$ cat config.mk
export PLATFORM = sky130hd
export DESIGN_NAME = pcie_perst_seq
export DESIGN_NICKNAME = d
export VERILOG_FILES = /design/src/rtl/pcie_perst_seq_pkg.sv /design/src/rtl/pcie_perst_port_fsm.sv /design/src/rtl/pcie_perst_seq.sv
export SDC_FILE = /design/constraint.sdc
export NUM_CORES = 1
export LEC_CHECK = 0
export ABC_CLOCK_PERIOD_IN_PS = 3760
export CORE_MARGIN = 3
export CORE_UTILIZATION = 40
export CTS_BUF_LIST = sky130_fd_sc_hd__clkbuf_2
export CTS_CLUSTER_SIZE = 12
export DETAILED_ROUTE_END_ITERATION = 16
export PLACE_DENSITY = 0.64
export SLEW_MARGIN = 15
export SYNTH_ARGS = -nofsm -noshare
export SYNTH_HDL_FRONTEND = slang
export SYNTH_SLANG_ARGS = --single-unit
$ cat constraint.sdc
create_clock -name clk -period 3.76 [get_ports clk]
set_input_delay 0.564 -clock clk [delete_from_list [all_inputs] [get_ports clk]]
set_output_delay 0.564 -clock clk [all_outputs]
set_load 0.01 [all_outputs]
$ cat src/rtl/pcie_perst_seq_pkg.sv
// -----------------------------------------------------------------------------
// pcie_perst_seq_pkg
// Shared types and constants for the root-side PCIe PERST#/refclk sideband
// sequencer.
//   perst_state_t      : per-port sequencer state, encoding exposed on port_state
//   pcie_root2ep_sb_t  : root-to-endpoint sideband pin pair {perst_n, refclk_oe}
//   PERST_*_DEF        : default timing in sequencer clock cycles
//   perst_cnt_w()      : timer width able to hold the larger of the two delays
// -----------------------------------------------------------------------------
package pcie_perst_seq_pkg;

    typedef enum logic [2:0] {
        PERST_OFF      = 3'd0,
        PERST_CLK_WAIT = 3'd1,
        PERST_UP       = 3'd2,
        PERST_HOLD     = 3'd3,
        PERST_DOWN     = 3'd4
    } perst_state_t;

    typedef struct packed {
        logic perst_n;
        logic refclk_oe;
    } pcie_root2ep_sb_t;

    localparam int PERST_T_CLK_STABLE_DEF = 100;
    localparam int PERST_T_MIN_DEF        = 100;

    // Width needed to hold max(a, b) as an unsigned count.
    function automatic int perst_cnt_w(input int a, input int b);
        int m;
        m = (a > b) ? a : b;
        return $clog2(m + 1);
    endfunction

endpackage

$ cat src/rtl/pcie_perst_port_fsm.sv
// -----------------------------------------------------------------------------
// pcie_perst_port_fsm
// One endpoint port: state machine, down-counting timer and registered
// sideband outputs. All outputs reflect the registered state, so a decision
// taken on the inputs of cycle N is visible at cycle N+1.
// Ports:
//   i_clk, i_rst        clock, synchronous active-high reset
//   i_pwr_ok            board power-good, low forces the port off
//   i_port_en           port enable level
//   i_port_rst_req      warm-reset request pulse
//   i_lane_mask         lanes allowed to transmit while the port is up
//   o_perst_n           PERST# (active-low)
//   o_refclk_oe         reference clock buffer enable
//   o_lane_tx_en        SerDes TX enable per lane
//   o_port_up           port released from reset
//   o_port_state        encoded state (perst_state_t)
// -----------------------------------------------------------------------------
module pcie_perst_port_fsm
    import pcie_perst_seq_pkg::*;
#(
    parameter int LANES        = 8,
    parameter int T_CLK_STABLE = PERST_T_CLK_STABLE_DEF,
    parameter int T_PERST_MIN  = PERST_T_MIN_DEF,
    parameter int CNT_W        = perst_cnt_w(T_CLK_STABLE, T_PERST_MIN)
) (
    input  logic             i_clk,
    input  logic             i_rst,
    input  logic             i_pwr_ok,
    input  logic             i_port_en,
    input  logic             i_port_rst_req,
    input  logic [LANES-1:0] i_lane_mask,
    output logic             o_perst_n,
    output logic             o_refclk_oe,
    output logic [LANES-1:0] o_lane_tx_en,
    output logic             o_port_up,
    output logic [2:0]       o_port_state
);

    localparam logic [CNT_W-1:0] C_T_CLK  = CNT_W'(T_CLK_STABLE);
    localparam logic [CNT_W-1:0] C_T_MIN  = CNT_W'(T_PERST_MIN);
    localparam logic [CNT_W-1:0] C_ZERO   = {CNT_W{1'b0}};
    localparam logic [CNT_W-1:0] C_ONE    = CNT_W'(1);

    perst_state_t       r_state;
    perst_state_t       w_state_nxt;
    logic [CNT_W-1:0]   r_timer;
    logic [CNT_W-1:0]   w_timer_nxt;
    logic [CNT_W-1:0]   w_timer_dec;
    logic               w_timer_done;

    pcie_root2ep_sb_t   r_sb;
    pcie_root2ep_sb_t   w_sb_nxt;
    logic [LANES-1:0]   r_lane_tx_en;
    logic [LANES-1:0]   w_lane_tx_en_nxt;
    logic               r_port_up;
    logic               w_port_up_nxt;

    assign w_timer_done = (r_timer == C_ZERO);
    // Saturating decrement so a zero timer never wraps.
    assign w_timer_dec  = w_timer_done ? C_ZERO : (r_timer - C_ONE);

    // State, timer and output registers.
    always_ff @(posedge i_clk) begin
        if (i_rst) begin
            r_state      <= PERST_OFF;
            r_timer      <= C_ZERO;
            r_sb         <= '{perst_n: 1'b0, refclk_oe: 1'b0};
            r_lane_tx_en <= {LANES{1'b0}};
            r_port_up    <= 1'b0;
        end else begin
            r_state      <= w_state_nxt;
            r_timer      <= w_timer_nxt;
            r_sb         <= w_sb_nxt;
            r_lane_tx_en <= w_lane_tx_en_nxt;
            r_port_up    <= w_port_up_nxt;
        end
    end

    // Next-state and timer logic; power loss overrides every other input.
    always_comb begin
        w_state_nxt = r_state;
        w_timer_nxt = r_timer;
        if (!i_pwr_ok) begin
            w_state_nxt = PERST_OFF;
            w_timer_nxt = C_ZERO;
        end else begin
            case (r_state)
                PERST_OFF: begin
                    if (i_port_en) begin
                        w_state_nxt = PERST_CLK_WAIT;
                        w_timer_nxt = C_T_CLK;
                    end else begin
                        w_state_nxt = PERST_OFF;
                        w_timer_nxt = C_ZERO;
                    end
                end
                PERST_CLK_WAIT: begin
                    if (!i_port_en) begin
                        w_state_nxt = PERST_OFF;
                        w_timer_nxt = C_ZERO;
                    end else if (w_timer_done) begin
                        w_state_nxt = PERST_UP;
                        w_timer_nxt = C_ZERO;
                    end else begin
                        w_timer_nxt = w_timer_dec;
                    end
                end
                PERST_UP: begin
                    // Disable wins over a coincident warm-reset request.
                    if (!i_port_en) begin
                        w_state_nxt = PERST_DOWN;
                        w_timer_nxt = C_T_MIN;
                    end else if (i_port_rst_req) begin
                        w_state_nxt = PERST_HOLD;
                        w_timer_nxt = C_T_MIN;
                    end else begin
                        w_state_nxt = PERST_UP;
                    end
                end
                PERST_HOLD: begin
                    // PERST# is already low, so the running hold time counts
                    // toward the shutdown minimum.
                    if (!i_port_en) begin
                        w_state_nxt = PERST_DOWN;
                        w_timer_nxt = w_timer_dec;
                    end else if (i_port_rst_req) begin
                        w_timer_nxt = C_T_MIN;
                    end else if (w_timer_done) begin
                        w_state_nxt = PERST_UP;
                    end else begin
                        w_timer_nxt = w_timer_dec;
                    end
                end
                PERST_DOWN: begin
                    if (w_timer_done) begin
                        w_state_nxt = PERST_OFF;
                    end else begin
                        w_timer_nxt = w_timer_dec;
                    end
                end
                default: begin
                    w_state_nxt = PERST_OFF;
                    w_timer_nxt = C_ZERO;
                end
            endcase
        end
    end

    // Output decode from the next state so outputs line up with r_state.
    always_comb begin
        w_sb_nxt         = '{perst_n: 1'b0, refclk_oe: 1'b0};
        w_lane_tx_en_nxt = {LANES{1'b0}};
        w_port_up_nxt    = 1'b0;
        case (w_state_nxt)
            PERST_OFF: begin
                w_sb_nxt = '{perst_n: 1'b0, refclk_oe: 1'b0};
            end
            PERST_CLK_WAIT, PERST_HOLD, PERST_DOWN: begin
                w_sb_nxt = '{perst_n: 1'b0, refclk_oe: 1'b1};
            end
            PERST_UP: begin
                w_sb_nxt         = '{perst_n: 1'b1, refclk_oe: 1'b1};
                w_lane_tx_en_nxt = i_lane_mask;
                w_port_up_nxt    = 1'b1;
            end
            default: begin
                w_sb_nxt = '{perst_n: 1'b0, refclk_oe: 1'b0};
            end
        endcase
    end

    assign o_perst_n    = r_sb.perst_n;
    assign o_refclk_oe  = r_sb.refclk_oe;
    assign o_lane_tx_en = r_lane_tx_en;
    assign o_port_up    = r_port_up;
    assign o_port_state = r_state;

endmodule

$ cat src/rtl/pcie_perst_seq.sv
// -----------------------------------------------------------------------------
// pcie_perst_seq
// Root-side PCIe sideband sequencer: PERST# and refclk output-enable for
// NUM_PORTS independent endpoint ports, each with LANES lane TX enables.
// Ports (port-major vectors, port p occupies slice p):
//   clk, rst       clock, synchronous active-high reset
//   pwr_ok         board power-good
//   port_en        [NUM_PORTS]          per-port enable level
//   port_rst_req   [NUM_PORTS]          per-port warm-reset pulse
//   lane_mask      [NUM_PORTS*LANES]    per-port lane enable mask
//   perst_n        [NUM_PORTS]          PERST# (active-low)
//   refclk_oe      [NUM_PORTS]          refclk buffer enable
//   lane_tx_en     [NUM_PORTS*LANES]    SerDes TX enable
//   port_up        [NUM_PORTS]          port released from reset
//   port_state     [NUM_PORTS*3]        encoded per-port state
// -----------------------------------------------------------------------------
module pcie_perst_seq
    import pcie_perst_seq_pkg::*;
#(
    parameter int NUM_PORTS    = 2,
    parameter int LANES        = 8,
    parameter int T_CLK_STABLE = PERST_T_CLK_STABLE_DEF,
    parameter int T_PERST_MIN  = PERST_T_MIN_DEF,
    localparam int CNT_W       = perst_cnt_w(T_CLK_STABLE, T_PERST_MIN)
) (
    input  logic                       clk,
    input  logic                       rst,
    input  logic                       pwr_ok,
    input  logic [NUM_PORTS-1:0]       port_en,
    input  logic [NUM_PORTS-1:0]       port_rst_req,
    input  logic [NUM_PORTS*LANES-1:0] lane_mask,
    output logic [NUM_PORTS-1:0]       perst_n,
    output logic [NUM_PORTS-1:0]       refclk_oe,
    output logic [NUM_PORTS*LANES-1:0] lane_tx_en,
    output logic [NUM_PORTS-1:0]       port_up,
    output logic [NUM_PORTS*3-1:0]     port_state
);

    for (genvar g = 0; g < NUM_PORTS; g++) begin : g_port
        pcie_perst_port_fsm #(
            .LANES        (LANES),
            .T_CLK_STABLE (T_CLK_STABLE),
            .T_PERST_MIN  (T_PERST_MIN),
            .CNT_W        (CNT_W)
        ) u_port (
            .i_clk          (clk),
            .i_rst          (rst),
            .i_pwr_ok       (pwr_ok),
            .i_port_en      (port_en[g]),
            .i_port_rst_req (port_rst_req[g]),
            .i_lane_mask    (lane_mask[g*LANES +: LANES]),
            .o_perst_n      (perst_n[g]),
            .o_refclk_oe    (refclk_oe[g]),
            .o_lane_tx_en   (lane_tx_en[g*LANES +: LANES]),
            .o_port_up      (port_up[g]),
            .o_port_state   (port_state[g*3 +: 3])
        );
    end

endmodule

==> Word-level counts from Yosys, hierarchy flattened <==
Cells that the tools add are included.
{ "totals": {"out_inout_bits": 28, "in_bits": 23, "reg_bits": 42, "word_cells": 88} }
{ "op_classes": {"eq_ne": 18, "reduce_logical": 9, "n_addsub": 2, "mux": 44, "n_bitwise": 3} }
{ "ops": {"columns": ["operator", "count"], "rows": [
  ["2-to-1 mux 7 bit", 18],
  ["case mux 7 bit (5 select lines)", 2],
  ["2-to-1 mux 3 bit", 14],
  ["case mux 3 bit (5 select lines)", 2],
  ["equality test 3 x 2 -> 1 bit, second input constant", 8],
  ["zero test 7 bit", 2],
  ["subtractor 7 x 1 -> 7 bit, second input constant", 2],
  ["equality test 3 x 1 -> 1 bit, second input constant", 4],
  ["equality test 3 bit, second input constant", 4],
  ["case mux 2 bit (2 select lines)", 2],
  ["zero test 3 bit", 2],
  ["2-to-1 mux 1 bit", 6],
  ["!= test 3 bit, second input constant", 2],
  ["OR reduction 2 bit", 3],
  ["OR reduction 3 bit", 2],
  ["NOT 1 bit", 3]
]} }

==> Depth between registers and ports, before layout <==
{ "depth": {"ltp_word": 9, "ltp_mapped": 9, "mapped_depth_nobuf": 8} }

==> Cells and area by module <==
From an unflattened synthesis, not the netlist that was laid out.
{ "unflattened": {"cells_unflattened": 236, "hier_area_um2": 2147.1} }
{ "modules_own_cells": {"columns": ["mod", "seq_area_each_um2", "n_inst", "area_each_um2", "cells_each"], "rows": [
  ["pcie_perst_port_fsm (g_port[0].u_port)", 400.4, 1, 1107.3, 113],
  ["pcie_perst_port_fsm (g_port[1].u_port)", 400.4, 1, 1039.7, 123]
]} }

==> Least setup slack after synthesis <==
Ideal clock, no wire load.
{ "synth_timing": {"path_kind": "reg-to-reg", "start": "reg g_port[0].u_port.r_timer[0]", "end": "reg g_port[0].u_port.r_lane_tx_en[0]", "synth_period_minus_slack_ps": 2210, "stages_incl_launch_ff": 9, "setup_slack_ps": 1550, "n_path_buf": 1, "setup_ps": 60, "arrival_ps": 2150, "required_ps": 3700, "path_cell_list": "dfxtp_1 inv_1 ha_1 or3b_1 or4_4 buf_6 o21a_4 a311oi_4 and2_1"} }
{ "synth_between": {"elab_chain_len": 9, "word_cells_on_any_way": 11, "cone_classes": "eq/ne (1); mux (7); bitwise (1); reduce/logical (2)"} }
{ "synth_lines": {"columns": ["element", "line_no", "source"], "rows": [
  ["start, declared", "pcie_perst_port_fsm.sv:46", "logic [CNT_W-1:0] r_timer;"],
  ["start signal, assigned", "pcie_perst_port_fsm.sv:72", "r_timer <= w_timer_nxt;"],
  ["zero test 7 bit (*)", "pcie_perst_port_fsm.sv:58", "assign w_timer_done = (r_timer == C_ZERO);"],
  ["2-to-1 mux 3 bit", "pcie_perst_port_fsm.sv:101, pcie_perst_port_fsm.sv:128", null],
  ["2-to-1 mux 3 bit", "pcie_perst_port_fsm.sv:126", "end else if (i_port_rst_req) begin"],
  ["2-to-1 mux 3 bit", "pcie_perst_port_fsm.sv:123", "if (!i_port_en) begin"],
  ["case mux 3 bit (5 select lines) (*)", "pcie_perst_port_fsm.sv:87", "case (r_state)"],
  ["2-to-1 mux 3 bit (*)", "pcie_perst_port_fsm.sv:83", "if (!i_pwr_ok) begin"],
  ["equality test 3 x 2 -> 1 bit (*)", "pcie_perst_port_fsm.sv:154", "case (w_state_nxt)"],
  ["NOT 1 bit (no source line) (*)", null, null],
  ["OR reduction 2 bit (no source line) (*)", null, null],
  ["end signal, assigned", "pcie_perst_port_fsm.sv:68", "r_lane_tx_en <= {LANES{1'b0}};"],
  ["end signal, assigned", "pcie_perst_port_fsm.sv:74", "r_lane_tx_en <= w_lane_tx_en_nxt;"],
  ["end, declared", "pcie_perst_port_fsm.sv:53", "logic [LANES-1:0] r_lane_tx_en;"]
]} }
Every way passes the cells marked *; elsewhere a longest branch is shown, timed or not.
A chain may end at the register's enable or synchronous reset.

==> Worst setup path in the final report <==
{ "layout_timing": {"start": "reg g_port[0].u_port.r_timer[0]", "end": "reg g_port[0].u_port.r_lane_tx_en[5]"} }
The elaborated chain is that of the path after synthesis.

==> summary.txt <==
Route
  • First DRT Iteration DRCs: roughly 140
  • Met2 wire length: 2040 um
  • Vias per cell: roughly 5.3
  • Max Used Layer: met4
  • # DRC: 0
  • Vias: 1814
  • TritonRoute pass-1 iters: 4
  • Routed length per placed instance: 13.3 um
  • DR WL met3: approximately 320 um
  • Post-route antenna net violation count: 0
  • WL final: 4550 um
  • Met1 WL: ~2100 um

Critical path
  • CP Class: register to register
  • WP data arrival: 2800 ps
  • FF-to-FF setup slack: 1310 ps
  • Critical Path End Type: register
  • Worst Path Required: ~4100 ps
  • Crit-path max FO: 11
  • Crit-path slowest cell: or4_4
  • CP top delay family: simple AND/OR/NAND/NOR gates
  • Critical path buffer and inverter count: 1
  • CP Cell Sequence: inv_1 > ha_1 > or3b_1 > or4_4 > a22o_2 > a311oi_4 > and2_1
  • Max incr delay on CP: around 510 ps
  • Setup crit start kind: register

STA
  • Relative slew slack: 54.4%
  • Max Clock Skew: 16.5 ps
  • Final Hold Vio Count: 0
  • RSZ-0062 raised after global routing: false
  • FMAX: roughly 410 MHz
  • Setup_tns: 0 ps
  • Final worst-path cycle share: 65.2%
  • Fin crit period: 2450 ps
  • Final setup margin: ~1300 ps
  • Setup violators final: 0
  • Final Max Tran Viols: 0
  • Measured slew at the worst slew-check pin: approximately 680 ps
  • Fin Hold WS: approximately 500 ps

Place
  • Routability cong.: around 0.87
  • # port buffers: 50
  • DP HPWL: approximately 3200 um
  • Pre-CTS WS: ~1200 ps

Min path
  • Type of the worst min-delay path: register to register

Clock tree
  • Post-CTS setup buffer count: 0
  • Hold_buf cts: 0
  • Clock buffer depth: 2
  • CTS Sinks: 40
  • H-tree Lvls: 2
  • Clock slew at reported path FFs: between 200 and 250 ps
  • CTS tree: done
  • CTS Buf Count: 5
  • Latest clock arrival within the worst-skew pair: 390 ps
  • Root buffer cell: clkbuf_2
  • Post_cts resized: 0

Finish
  • Antenna Cells: 0
  • Nets: between 300 and 400
  • P&R area growth vs syn: 26.3%
  • Fraction of layout cells with a size suffix above 1: 5.82%

Yosys
  • Flops & latches, synth: 40
  • Post-synth top flop: dfxtp_1
  • Seq/Total Area, Yosys: approximately 40%
  • Synth Instances: 239
  • Synthesized Nets: 268
  • Async set-reset flop share out of synthesis: 0%
  • EDFF count, synth: 0
  • Unique cell type count in the Yosys netlist: 55
  • Mapped Avg Cell Area: about 8.6 um^2
  • Syn. warnings: 0
  • Post-Syn Area: 2060 um^2

Floorplanning
  • Cell Rows: 25
  • Die Wd: 77.7 um
  • Starting Density: a little over two fifths
  • I/O pin cnt: between 50 and 60
  • Die area: between 6000 and 7000 um^2
  • Core box area: a little under 5000 um^2
  • Die H: approximately 78 um

Global routing
  • Total track usage: between 10% and 20%
  • Vias in the first global route: 1685
  • First-pass GRT wire length: about 7800 um
  • Initial antenna violation count: 0
  • Largest net degree at the start of global routing: 19
  • GRT overflow: 0

Power
  • Pwr Density: about 330 nW/um^2
  • Total design power: ~0.00086 W
  • Leak: around 0.96 nW
  • Max IR drop VDD: roughly 150 uV

Run
  • Maxcap violations: 0

Run status
  • Run status: complete, no violations
-- Yosys cell counts, types with 2 or more instances --
library cell | n | area [um^2]
dfxtp_1 | 40 | 801
nor2_1 | 24 | 90.1
and2_1 | 16 | 100
nand2_1 | 15 | 56.3
a21oi_1 | 12 | 60.1
clkbuf_1 | 11 | 41.3
inv_1 | 9 | 33.8
o21ai_1 | 8 | 40.0
buf_4 | 7 | 52.6
ha_1 | 6 | 75.1
a31oi_1 | 5 | 31.3
a32oi_1 | 5 | 43.8
and3_1 | 5 | 31.3
nand2b_1 | 5 | 31.3
nor3b_1 | 5 | 37.5
o21ai_0 | 5 | 25.0
o22ai_1 | 4 | 25.0
buf_6 | 3 | 33.8
nand3_1 | 3 | 15.0
nor3_1 | 3 | 15.0
xor2_1 | 3 | 26.3
a211oi_1 | 2 | 15.0
a221oi_1 | 2 | 17.5
a2bb2oi_1 | 2 | 17.5
nand3b_1 | 2 | 15.0
nand4_1 | 2 | 12.5
nor2b_1 | 2 | 12.5
o211ai_1 | 2 | 15.0
o31ai_1 | 2 | 15.0
or2_1 | 2 | 12.5
or3b_1 | 2 | 17.5
xnor2_1 | 2 | 17.5
-- worst min-delay path, stage by stage (launching register included) --
cell and delay, ps:
dfxtp_1 360, nand2_1 60, o22ai_1 60
-- power breakdown --
part / leakage, nW / internal [W] / switching (W)
Combinational: 0.586 / 0.0000514 / 0.0000485
Sequential: 0.324 / 0.000432 / 0.00000804
Clock: 0.0490 / 0.000176 / 0.000141
Total: 0.958 / 0.000659 / 0.000198
-- state kept, by name, summed over array words and instances (netlist names) --
register                    count
g_port.u_port.o_lane_tx_en     16
g_port.u_port.o_perst_n         1
g_port.u_port.o_port_state      6
g_port.u_port.o_port_up         1
g_port.u_port.o_refclk_oe       2
g_port.u_port.r_timer          14
-- final timing paths --
path | start | cells past startpoint | to
setup / recovery | g_port[0].u_port.r_timer[0] | 7 | g_port[0].u_port.o_lane_tx_en[5]
hold / removal | g_port[1].u_port.r_timer[6] | 2 | g_port[1].u_port.r_timer[6]
setup reg to reg | g_port[0].u_port.r_timer[0] | 7 | g_port[0].u_port.o_lane_tx_en[5]
hold reg to reg | g_port[1].u_port.r_timer[6] | 2 | g_port[1].u_port.r_timer[6]
-- cells in the final DEF, fill, tap and decap left out, drive strengths merged, types with 5 or more instances in the layout --
cell type / count
clkdlybuf4s50: 50
dfxtp: 40
nor2: 24
and2: 16
nand2: 15
o21ai: 13
a21oi: 12
inv: 10
ha: 6
and3: 5
nand2b: 5
a31oi: 5
a32oi: 5
nor3b: 5
clkbuf: 5
-- logic make-up after synthesis --
group                      count (synthesis)  synth area share (%)
and+or+nand+nor                           94                  24.8
DFF                                       40                  38.9
AOI/OAI and AO/OA                         63                  22.4
adders and majority gates                  6                  3.65
xor gates and xnor gates                   5                  2.13
buffers and inverters                     31                  8.03
-- layer usage --
metal	track usage [%]	vias to the layer above
li1	-	916
met1	22.1	824
met3	4.76	5
met5	0	-
met4	5.87	0
met2	22.8	69
-- through the flow --
| step | instance area, um^2 | util (%) | instances |
|---|---|---|---|
| final | 2600 | 53.6 | 342 |
| after floorplan | 2060 | - | 239 |
| after detailed placement | 2510 | 51.8 | 335 |
| after global routing | 2600 | 53.6 | 342 |
| after CTS | 2600 | 53.6 | 342 |
| after global placement | 2510 | 51.8 | 335 |
-- final cells by class --
type	instances	area, um^2
clock buffer	5	25.0
clock inverter	2	60.1
fill	461	2250
inverter	10	37.5
multi-input combinational	168	1090
sequential	40	801
tap	67	83.8
timing repair buffer	50	500
Note: power is estimated with default switching activity, not from simulation.
